**config.mk**
```make
export PLATFORM = sky130hd
export DESIGN_NAME = serial_mag_compare_ctrl_flat
export DESIGN_NICKNAME = d
export VERILOG_FILES = /design/src/rtl/serial_mag_compare_ctrl_if.sv /design/src/rtl/serial_mag_compare_ctrl.sv /design/src/flat_wrapper.sv
export SDC_FILE = /design/constraint.sdc
export NUM_CORES = 1
export LEC_CHECK = 0
export CORE_MARGIN = 3
export CORE_UTILIZATION = 38
export CTS_CLUSTER_SIZE = 14
export DETAILED_ROUTE_END_ITERATION = 12
export PLACE_DENSITY = 0.74
export SLEW_MARGIN = 0
export SYNTH_ARGS = -nofsm -noshare
export SYNTH_HDL_FRONTEND = slang
export SYNTH_SLANG_ARGS = --single-unit
```
**constraint.sdc**
```tcl
create_clock -name clk -period 1.4 [get_ports clk]
set_clock_uncertainty 0.15 [all_clocks]
set_input_delay 0.14 -clock clk [delete_from_list [all_inputs] [get_ports clk]]
set_output_delay 0.14 -clock clk [all_outputs]
set_load 0.01 [all_outputs]
```
**src/rtl/serial_mag_compare_ctrl_if.sv**
```systemverilog
// Handshake bundle between the bit feeder/comparator side and the serial
// magnitude-compare controller.
interface serial_mag_compare_ctrl_if #(
   parameter int CNT_W = 4
) ();
   logic             start;
   logic             in_valid;
   logic             in_aeb;
   logic             in_alb;
   logic             in_agb;
   logic             ready;
   logic             cmp_en;
   logic             busy;
   logic             done;
   logic             res_eq;
   logic             res_lt;
   logic             res_gt;
   logic             res_err;
   logic [CNT_W-1:0] bit_cnt;

   modport master (
      output start, in_valid, in_aeb, in_alb, in_agb,
      input  ready, cmp_en, busy, done, res_eq, res_lt, res_gt, res_err, bit_cnt
   );

   modport slave (
      input  start, in_valid, in_aeb, in_alb, in_agb,
      output ready, cmp_en, busy, done, res_eq, res_lt, res_gt, res_err, bit_cnt
   );
endinterface

```
**src/rtl/serial_mag_compare_ctrl.sv**
```systemverilog
// MSB-first serial magnitude compare controller: consumes one per-bit
// comparator result per beat and exits early on the first unequal bit.
module serial_mag_compare_ctrl #(
   parameter int WIDTH = 8,
   parameter int CNT_W = 4
) (
   input  logic                     clk,
   input  logic                     rst,
   serial_mag_compare_ctrl_if.slave bus
);
   typedef enum logic [1:0] {IDLE, SCAN, DONE} state_t;

   state_t           state, stateNxt;
   logic [CNT_W-1:0] bitCnt;
   logic             resEq, resLt, resGt, resErr;
   logic             accept, legal, lastBit, decide;

   always_comb begin
      accept  = (state == SCAN) && bus.in_valid;
      legal   = ({bus.in_aeb, bus.in_alb, bus.in_agb} == 3'b100) ||
                ({bus.in_aeb, bus.in_alb, bus.in_agb} == 3'b010) ||
                ({bus.in_aeb, bus.in_alb, bus.in_agb} == 3'b001);
      lastBit = (bitCnt == CNT_W'(WIDTH - 1));
      // Any legal non-equal bit settles the compare; equal only on the LSB.
      decide  = accept && (!legal || bus.in_agb || bus.in_alb || lastBit);
   end

   always_comb begin
      stateNxt = state;
      case (state)
         IDLE:    if (bus.start) stateNxt = SCAN;
         SCAN:    if (decide) stateNxt = DONE;
         DONE:    stateNxt = IDLE;
         default: stateNxt = IDLE;
      endcase
   end

   always_ff @(posedge clk) begin
      if (rst) begin
         state  <= IDLE;
         bitCnt <= '0;
         resEq  <= 1'b0;
         resLt  <= 1'b0;
         resGt  <= 1'b0;
         resErr <= 1'b0;
      end else begin
         state <= stateNxt;
         if (state == IDLE && bus.start) begin
            bitCnt <= '0;
            resEq  <= 1'b0;
            resLt  <= 1'b0;
            resGt  <= 1'b0;
            resErr <= 1'b0;
         end else if (accept) begin
            if (bitCnt != CNT_W'(WIDTH)) bitCnt <= bitCnt + CNT_W'(1);
            if (decide) begin
               resErr <= !legal;
               resGt  <= legal & bus.in_agb;
               resLt  <= legal & bus.in_alb;
               resEq  <= legal & bus.in_aeb;
            end
         end
      end
   end

   // Comparator and feeder are only enabled while beats can be accepted.
   assign bus.ready   = (state == SCAN);
   assign bus.cmp_en  = (state == SCAN);
   assign bus.busy    = (state != IDLE);
   assign bus.done    = (state == DONE);
   assign bus.res_eq  = resEq;
   assign bus.res_lt  = resLt;
   assign bus.res_gt  = resGt;
   assign bus.res_err = resErr;
   assign bus.bit_cnt = bitCnt;
endmodule

```
**src/flat_wrapper.sv**
```systemverilog
// flat-port wrapper written by rule: the top's interface ports become plain ports
module serial_mag_compare_ctrl_flat 
#(
   parameter int WIDTH = 8,
   parameter int CNT_W = 4
)
  (clk, rst, bus_start, bus_in_valid, bus_in_aeb, bus_in_alb, bus_in_agb, bus_ready, bus_cmp_en, bus_busy, bus_done, bus_res_eq, bus_res_lt, bus_res_gt, bus_res_err, bus_bit_cnt);
  serial_mag_compare_ctrl_if #(.CNT_W(CNT_W)) bus_i ();
  input  logic clk;
  input  logic rst;
  input wire logic [$bits(bus_i.start)-1:0] bus_start;
  input wire logic [$bits(bus_i.in_valid)-1:0] bus_in_valid;
  input wire logic [$bits(bus_i.in_aeb)-1:0] bus_in_aeb;
  input wire logic [$bits(bus_i.in_alb)-1:0] bus_in_alb;
  input wire logic [$bits(bus_i.in_agb)-1:0] bus_in_agb;
  output wire logic [$bits(bus_i.ready)-1:0] bus_ready;
  output wire logic [$bits(bus_i.cmp_en)-1:0] bus_cmp_en;
  output wire logic [$bits(bus_i.busy)-1:0] bus_busy;
  output wire logic [$bits(bus_i.done)-1:0] bus_done;
  output wire logic [$bits(bus_i.res_eq)-1:0] bus_res_eq;
  output wire logic [$bits(bus_i.res_lt)-1:0] bus_res_lt;
  output wire logic [$bits(bus_i.res_gt)-1:0] bus_res_gt;
  output wire logic [$bits(bus_i.res_err)-1:0] bus_res_err;
  output wire logic [$bits(bus_i.bit_cnt)-1:0] bus_bit_cnt;
  assign bus_i.start = bus_start;
  assign bus_i.in_valid = bus_in_valid;
  assign bus_i.in_aeb = bus_in_aeb;
  assign bus_i.in_alb = bus_in_alb;
  assign bus_i.in_agb = bus_in_agb;
  assign bus_ready = bus_i.ready;
  assign bus_cmp_en = bus_i.cmp_en;
  assign bus_busy = bus_i.busy;
  assign bus_done = bus_i.done;
  assign bus_res_eq = bus_i.res_eq;
  assign bus_res_lt = bus_i.res_lt;
  assign bus_res_gt = bus_i.res_gt;
  assign bus_res_err = bus_i.res_err;
  assign bus_bit_cnt = bus_i.bit_cnt;
  serial_mag_compare_ctrl #(.WIDTH(WIDTH), .CNT_W(CNT_W)) u_core (.clk(clk), .rst(rst), .bus(bus_i));
endmodule
```
==> run_results.csv, run 1 <==
group,metric,value,unit
outcome,status,"finished with violations",
outcome,violations,"setup timing",
routing,drtAntennaViolNets,0,
power,power.internal,476,uW
power,p_sw,159,uW
logic_synthesis,avgSynthCellArea,8.17,um^2
clock_tree,ctsRootBufferMaster,"clkbuf_4",
global_route,grt_overflow,0,
die,rows,12,
worst_setup_path,end_kind,"flip-flop",
worst_setup_path,reg2reg_depth,5,
clock_tree,tritoncts,"done",
worst_hold_path,hold_end,"u_core.state[0]",
place,pre_cts_ws,-0.271,ns
clock_tree,clk_latency,0.26,ns
power,peakVddDrop,0.000454,V
worst_setup_path,start_kind,"flip-flop",
timing,max_freq,672,MHz
logic_synthesis,ys_seq_elements,10,
routing,routed_wl,1460,um
routing,drt_pass1_iterations,4,
timing,period_minus_slack,1.49,ns
logic_synthesis,synth_top_area_share,37.1,%
logic_synthesis,synth-edff-count,0,
routing,drt-initial-drc-count,11,
routing,wl_per_cell,12.8,um
logic_synthesis,synth_warnings,0,
worst_hold_path,hp-start,"bus_start",
die,die_area,0.00191,mm^2
logic_synthesis,synthCells,66,
routing,via_count,610,
timing,finalCritPeriodShare,106,%
logic_synthesis,yosysSeqAreaShare,37.1,%
routing,drcViolationCount,0,
timing,grt_setup_unrepaired,"true",
place,finalWeightedCongestion,0.752,
logic_synthesis,ys.flop_type,"dfxtp_1",
logic_synthesis,syn-num-nets,75,
finish,fin_nets,110,
worst_setup_path,path_class,"reg -> reg",
timing,worst_pin_slew,0.262,ns
global_route,grt_antenna_before_repair,0,
worst_setup_path,arrival,1.53,ns
logic_synthesis,synth.area.top_cells,"dfxtp_1 37%, a21oi_1 5.6%, nand3_1 5.6%",
logic_synthesis,ys_async_sr_fraction,0,%
flow_run,drv_cap,0,
place,port-buffer-count,18,
finish,syn_to_final_growth,65.9,%
power,p_per_area,709,mW/mm^2
power,clkPwrFrac,32.2,%
worst_setup_path,critPathRequiredTime,1.44,ns
place,place_hpwl,1080,um
power,leakage,0.000390,uW
logic_synthesis,synth_area,539,um^2
clock_tree,clk_pin_slew_worst_paths,0.07,ns
power,p_sw_share,25.1,%
worst_hold_path,hold_class,"in -> reg",
power,power_frac_comb,20.9,%
timing,setup_viol,1,
worst_setup_path,r2r-end,"u_core.bus.bit_cnt[2]",
finish,stdcell_count,114,
place,dp.cells,109,
timing,drv_slew,0,
global_route,grt_usage,15.5,%
clock_tree,numCtsBuffers,3,
worst_setup_path,cp_max_fo,4,
die,die_y,43.7,um
die,die_x,43.7,um
finish,layout-drive-gt1-share,34.0,%
clock_tree,clock_sinks,10,
clock_tree,h-tree-depth,1,
timing,slew_headroom,82.5,%
logic_synthesis,yosys.area.top_type,"dfxtp_1",
timing,setup_ws,-0.0880,ns
worst_setup_path,reg2reg_from,"u_core.bus.bit_cnt[0]",
die,start_util,44.3,%
die,io_pins,19,
power,pwr-share-seq,46.9,%
global_route,grt_pass1_wl,2300,um
timing,hold_viol_final,0,
global_route,grt_pass1_vias,563,
finish,diodes,0,
worst_hold_path,hold-path-cell-count,3,
routing,vias_per_cell,5.35,
global_route,grt_max_degree,9,
worst_setup_path,regToRegSetupSlack,-0.09,ns
clock_tree,clk_path_buf_depth,2,
logic_synthesis,synth.distinct_cells,23,
die,core-area,0.00122,mm^2
## power groups by stage
stage	logic, uW	clock network (uW)	registers, uW
after floorplan	53.1	0	303
after global placement	128	0	302
after detailed placement	129	0	302
after CTS	128	212	297
after global routing	144	223	299
final	132	205	298
## stage by stage
step                      hold slack [ns]  util, %  power (uW)  area, um^2  setup TNS (ns)
after floorplan                    0.0616        -         356         549         -0.0404
after global placement              0.327     68.4         430         832           -1.90
after detailed placement            0.333     68.4         431         832           -2.19
after CTS                           0.321     71.7         637         872         -0.0786
after global routing                0.361     73.6         665         895          -0.312
final                               0.332     73.6         635         895         -0.0880
## sequential cells by signal, indices dropped and copies added, names as in the netlist
register,flops
u_core.bus.res_gt,1
u_core.bus.res_eq,1
u_core.state,2
u_core.bus.res_err,1
u_core.bus.bit_cnt,4
u_core.bus.res_lt,1
## kinds of logic (layout without fill, tap and decap cells)
logic type,after synthesis,after routing,synth area share (%)
simple gates,31,31,34.1
compound gates,15,15,16.0
flops,10,10,37.1
buf+inv,7,41,6.49
fa+ha+maj,2,2,4.64
xor+xnor,1,1,1.62
## Yosys cell counts, types with 3 or more instances
| cell | number |
|---|---|
| a21oi_1 | 6 |
| dfxtp_1 | 10 |
| inv_1 | 4 |
| nand2_1 | 4 |
| nand3_1 | 6 |
| nand3b_1 | 4 |
| nor2_1 | 4 |
| nor2b_1 | 3 |
| nor3b_1 | 3 |
| o21ai_0 | 4 |
## layout by cell type (no fill, tap or decap), types with 2 or more instances in the layout
master and n:
nand3_1 6, a21oi_1 4, and3b_1 2, a31oi_1 2
buf_4 14, o21bai_1 2, nor2b_1 2, dfxtp_1 4
nand3b_1 4, o21ai_0 3, dlygate4sd2_1 10, a21oi_2 2
inv_1 2, nor2_1 4, dfxtp_4 2, nor3b_1 2
dfxtp_2 4, clkbuf_4 3, clkdlybuf4s50_1 6, nand2_1 4
## critical path: stages (launching register included)
cell	delay, ns
dfxtp_4	0.37
inv_4	0.04
ha_4	0.15
and3b_1	0.18
or4_1	0.42
a21oi_2	0.12
## layout make-up
| class | instances | area (um^2) |
|---|---|---|
| Multi-Input combinational cell | 49 | 342 |
| Fill cell | 109 | 322 |
| Inverter | 4 | 17.5 |
| Clock buffer | 4 | 26.3 |
| Sequential cell | 10 | 213 |
| Timing Repair Buffer | 33 | 279 |
| Tap cell | 14 | 17.5 |
## repair_timing
item	CTS	global route
pin swaps	0	2
setup buffers	0	1
endpoints found under the setup margin	18	12
cloned	0	0
hold buffers	0	0
resized for setup	21	9
## layer usage
| metal | part of all wire (%) | global-route usage [%] | vias up |
|---|---|---|---|
| met3 | 4.2 | 2.49 | 6 |
| met1 | 45 | 19.1 | 280 |
| met5 | 0 | 0 | - |
| met4 | 2.5 | 7.23 | 0 |
| met2 | 48 | 26.2 | 19 |
| li1 | - | - | 305 |
## how the worst max path moves through the flow
stage                                from  cells past startpoint  slack, ns                     to
floorplan           u_core.bus.bit_cnt[0]                      5      -0.04  u_core.bus.bit_cnt[2]
global placement                bus_start                      5      -0.24      u_core.bus.res_eq
detailed placement              bus_start                      5      -0.27      u_core.bus.res_lt
CTS                 u_core.bus.bit_cnt[0]                      5      -0.08  u_core.bus.bit_cnt[2]
global route        u_core.bus.bit_cnt[0]                      5      -0.15  u_core.bus.bit_cnt[2]
finish              u_core.bus.bit_cnt[0]                      5      -0.09  u_core.bus.bit_cnt[2]
Note: power is estimated with default switching activity, not from simulation.
==> inputs of run 2 (changes only) <==
--- a/config.mk
+++ b/config.mk
@@ -9,7 +9,7 @@
 export CORE_UTILIZATION = 38
 export CTS_CLUSTER_SIZE = 14
 export DETAILED_ROUTE_END_ITERATION = 12
-export PLACE_DENSITY = 0.74
+export PLACE_DENSITY_LB_ADDON = 0.15
 export SLEW_MARGIN = 0
 export SYNTH_ARGS = -nofsm -noshare
 export SYNTH_HDL_FRONTEND = slang
==> run_results.csv, run 2 (synthesis gave the netlist of run 1 again) <==
group,metric,value,unit
global_route,grt_pass1_wl,2280,um
clock_tree,clock_sinks,10,
global_route,grt_usage,16.0,%
clock_tree,clk_latency,0.26,ns
outcome,status,"finished with violations",
clock_tree,clk_pin_slew_worst_paths,0.06,ns
clock_tree,hold_buffers,0,
worst_hold_path,hold_class,"reg -> reg",
clock_tree,clk_path_buf_depth,2,
global_route,grt_overflow,0,
global_route,grt_use_met2,26.7,%
timing,slew_headroom,83.5,%
clock_tree,post_cts_buffers,0,
die,io_pins,19,
worst_setup_path,start_kind,"flip-flop",
place,finalWeightedCongestion,0.845,
finish,utilization,73.1,%
place,pre_cts_ws,-0.260,ns
global_route,use_met3,7.47,%
clock_tree,numCtsBuffers,3,
die,rows,12,
timing,setup_ws,-0.0810,ns
timing,finalCritPeriodShare,106,%
timing,setup_viol,1,
die,start_util,44.3,%
routing,drcViolationCount,0,
timing,hold_viol_final,0,
clock_tree,tritoncts,"done",
outcome,violations,"setup timing",
routing,routed_wl,1340,um
finish,layout-drive-gt1-share,37.4,%
power,p_per_area,709,mW/mm^2
worst_setup_path,arrival,1.53,ns
timing,holdWs,0.320,ns
routing,via_count,576,
die,die_x,43.7,um
timing,period_minus_slack,1.48,ns
global_route,grtUsageMet1,18.3,%
routing,wl_per_cell,11.9,um
die,die_y,43.7,um
finish,diodes,0,
die,core-area,0.00122,mm^2
worst_setup_path,critPathRequiredTime,1.45,ns
global_route,grt-busiest-layer,"met2",
power,peakVddDrop,0.000464,V
power,leakage,0.000385,uW
global_route,grt_antenna_before_repair,0,
worst_setup_path,end_kind,"flip-flop",
timing,worst_pin_slew,0.247,ns
finish,final_cell_mix,"13 x buf_4, 9 x dlygate4sd2_1, 6 x nand3_1, 6 x clkdlybuf4s50_1",
global_route,grt_pass1_vias,552,
routing,drtAntennaViolNets,0,
finish,syn_to_final_growth,65.0,%
place,port-buffer-count,18,
worst_setup_path,cp_max_fo,4,
clock_tree,h-tree-depth,1,
routing,drt-initial-drc-count,5,
routing,vias_per_cell,5.10,
finish,fin_nets,109,
timing,max_freq,675,MHz
timing,drv_slew,0,
finish,largest_reg_flops,4,
clock_tree,ctsRootBufferMaster,"clkbuf_4",
routing,drt_pass1_iterations,4,
power,power,631,uW
place,place_hpwl,1030,um
timing,grt_setup_unrepaired,"true",
global_route,grt_max_degree,9,
flow_run,drv_cap,0,
die,die_area,0.00191,mm^2
worst_setup_path,path_class,"reg -> reg",
finish,layout.cells.most_common,"buf_4",
run 2: through the flow:
step / TNS (ns) / area [um^2] / std cells
floorplan: -0.0404 / 549 / 66
CTS: -0.0689 / 875 / 113
finish: -0.0810 / 890 / 113
detailed placement: -2.14 / 832 / 109
global placement: -1.99 / 832 / 109
global route: -0.142 / 890 / 113
run 2: final timing paths:
check | start | cells after the start | endpoint | slack, ns
hold reg to reg | u_core.state[1] | 1 | u_core.state[0] | 0.32
setup / recovery | u_core.bus.bit_cnt[1] | 5 | u_core.bus.bit_cnt[2] | -0.08
setup reg to reg | u_core.bus.bit_cnt[1] | 5 | u_core.bus.bit_cnt[2] | -0.08
hold / removal | u_core.state[1] | 1 | u_core.state[0] | 0.32
run 2: critical path: stages, from the launching register on:
cell and delay, ns:
dfxtp_4 0.37, inv_2 0.04, ha_4 0.14, and3b_1 0.17, or4_4 0.42, a21oi_2 0.12
run 2: final cells by class:
type	instances	area, um^2
inverter	4	17.5
tap	14	17.5
sequential	10	215
clock buffer	4	26.3
multi-input combinational	49	350
fill	99	327
timing repair buffer	32	263
run 2: repair_timing:
action	4_1_cts	5_1_grt
setup endpoints to repair	19	12
pin swaps	0	1
gates resized for setup	22	15
run 2: power breakdown:
part           internal (uW)  switching, uW
sequential               289           8.60
clock                    110           92.3
combinational           74.9           56.4
run 2: per-layer routing:
metal / vias up / wire, um / part of all wire [%]
met5: - / 0 / 0
met2: 17 / 646 / 48
met3: 2 / 88 / 6.6
met1: 257 / 598 / 45
li1: 300 / - / -
met4: 0 / 9 / 0.67
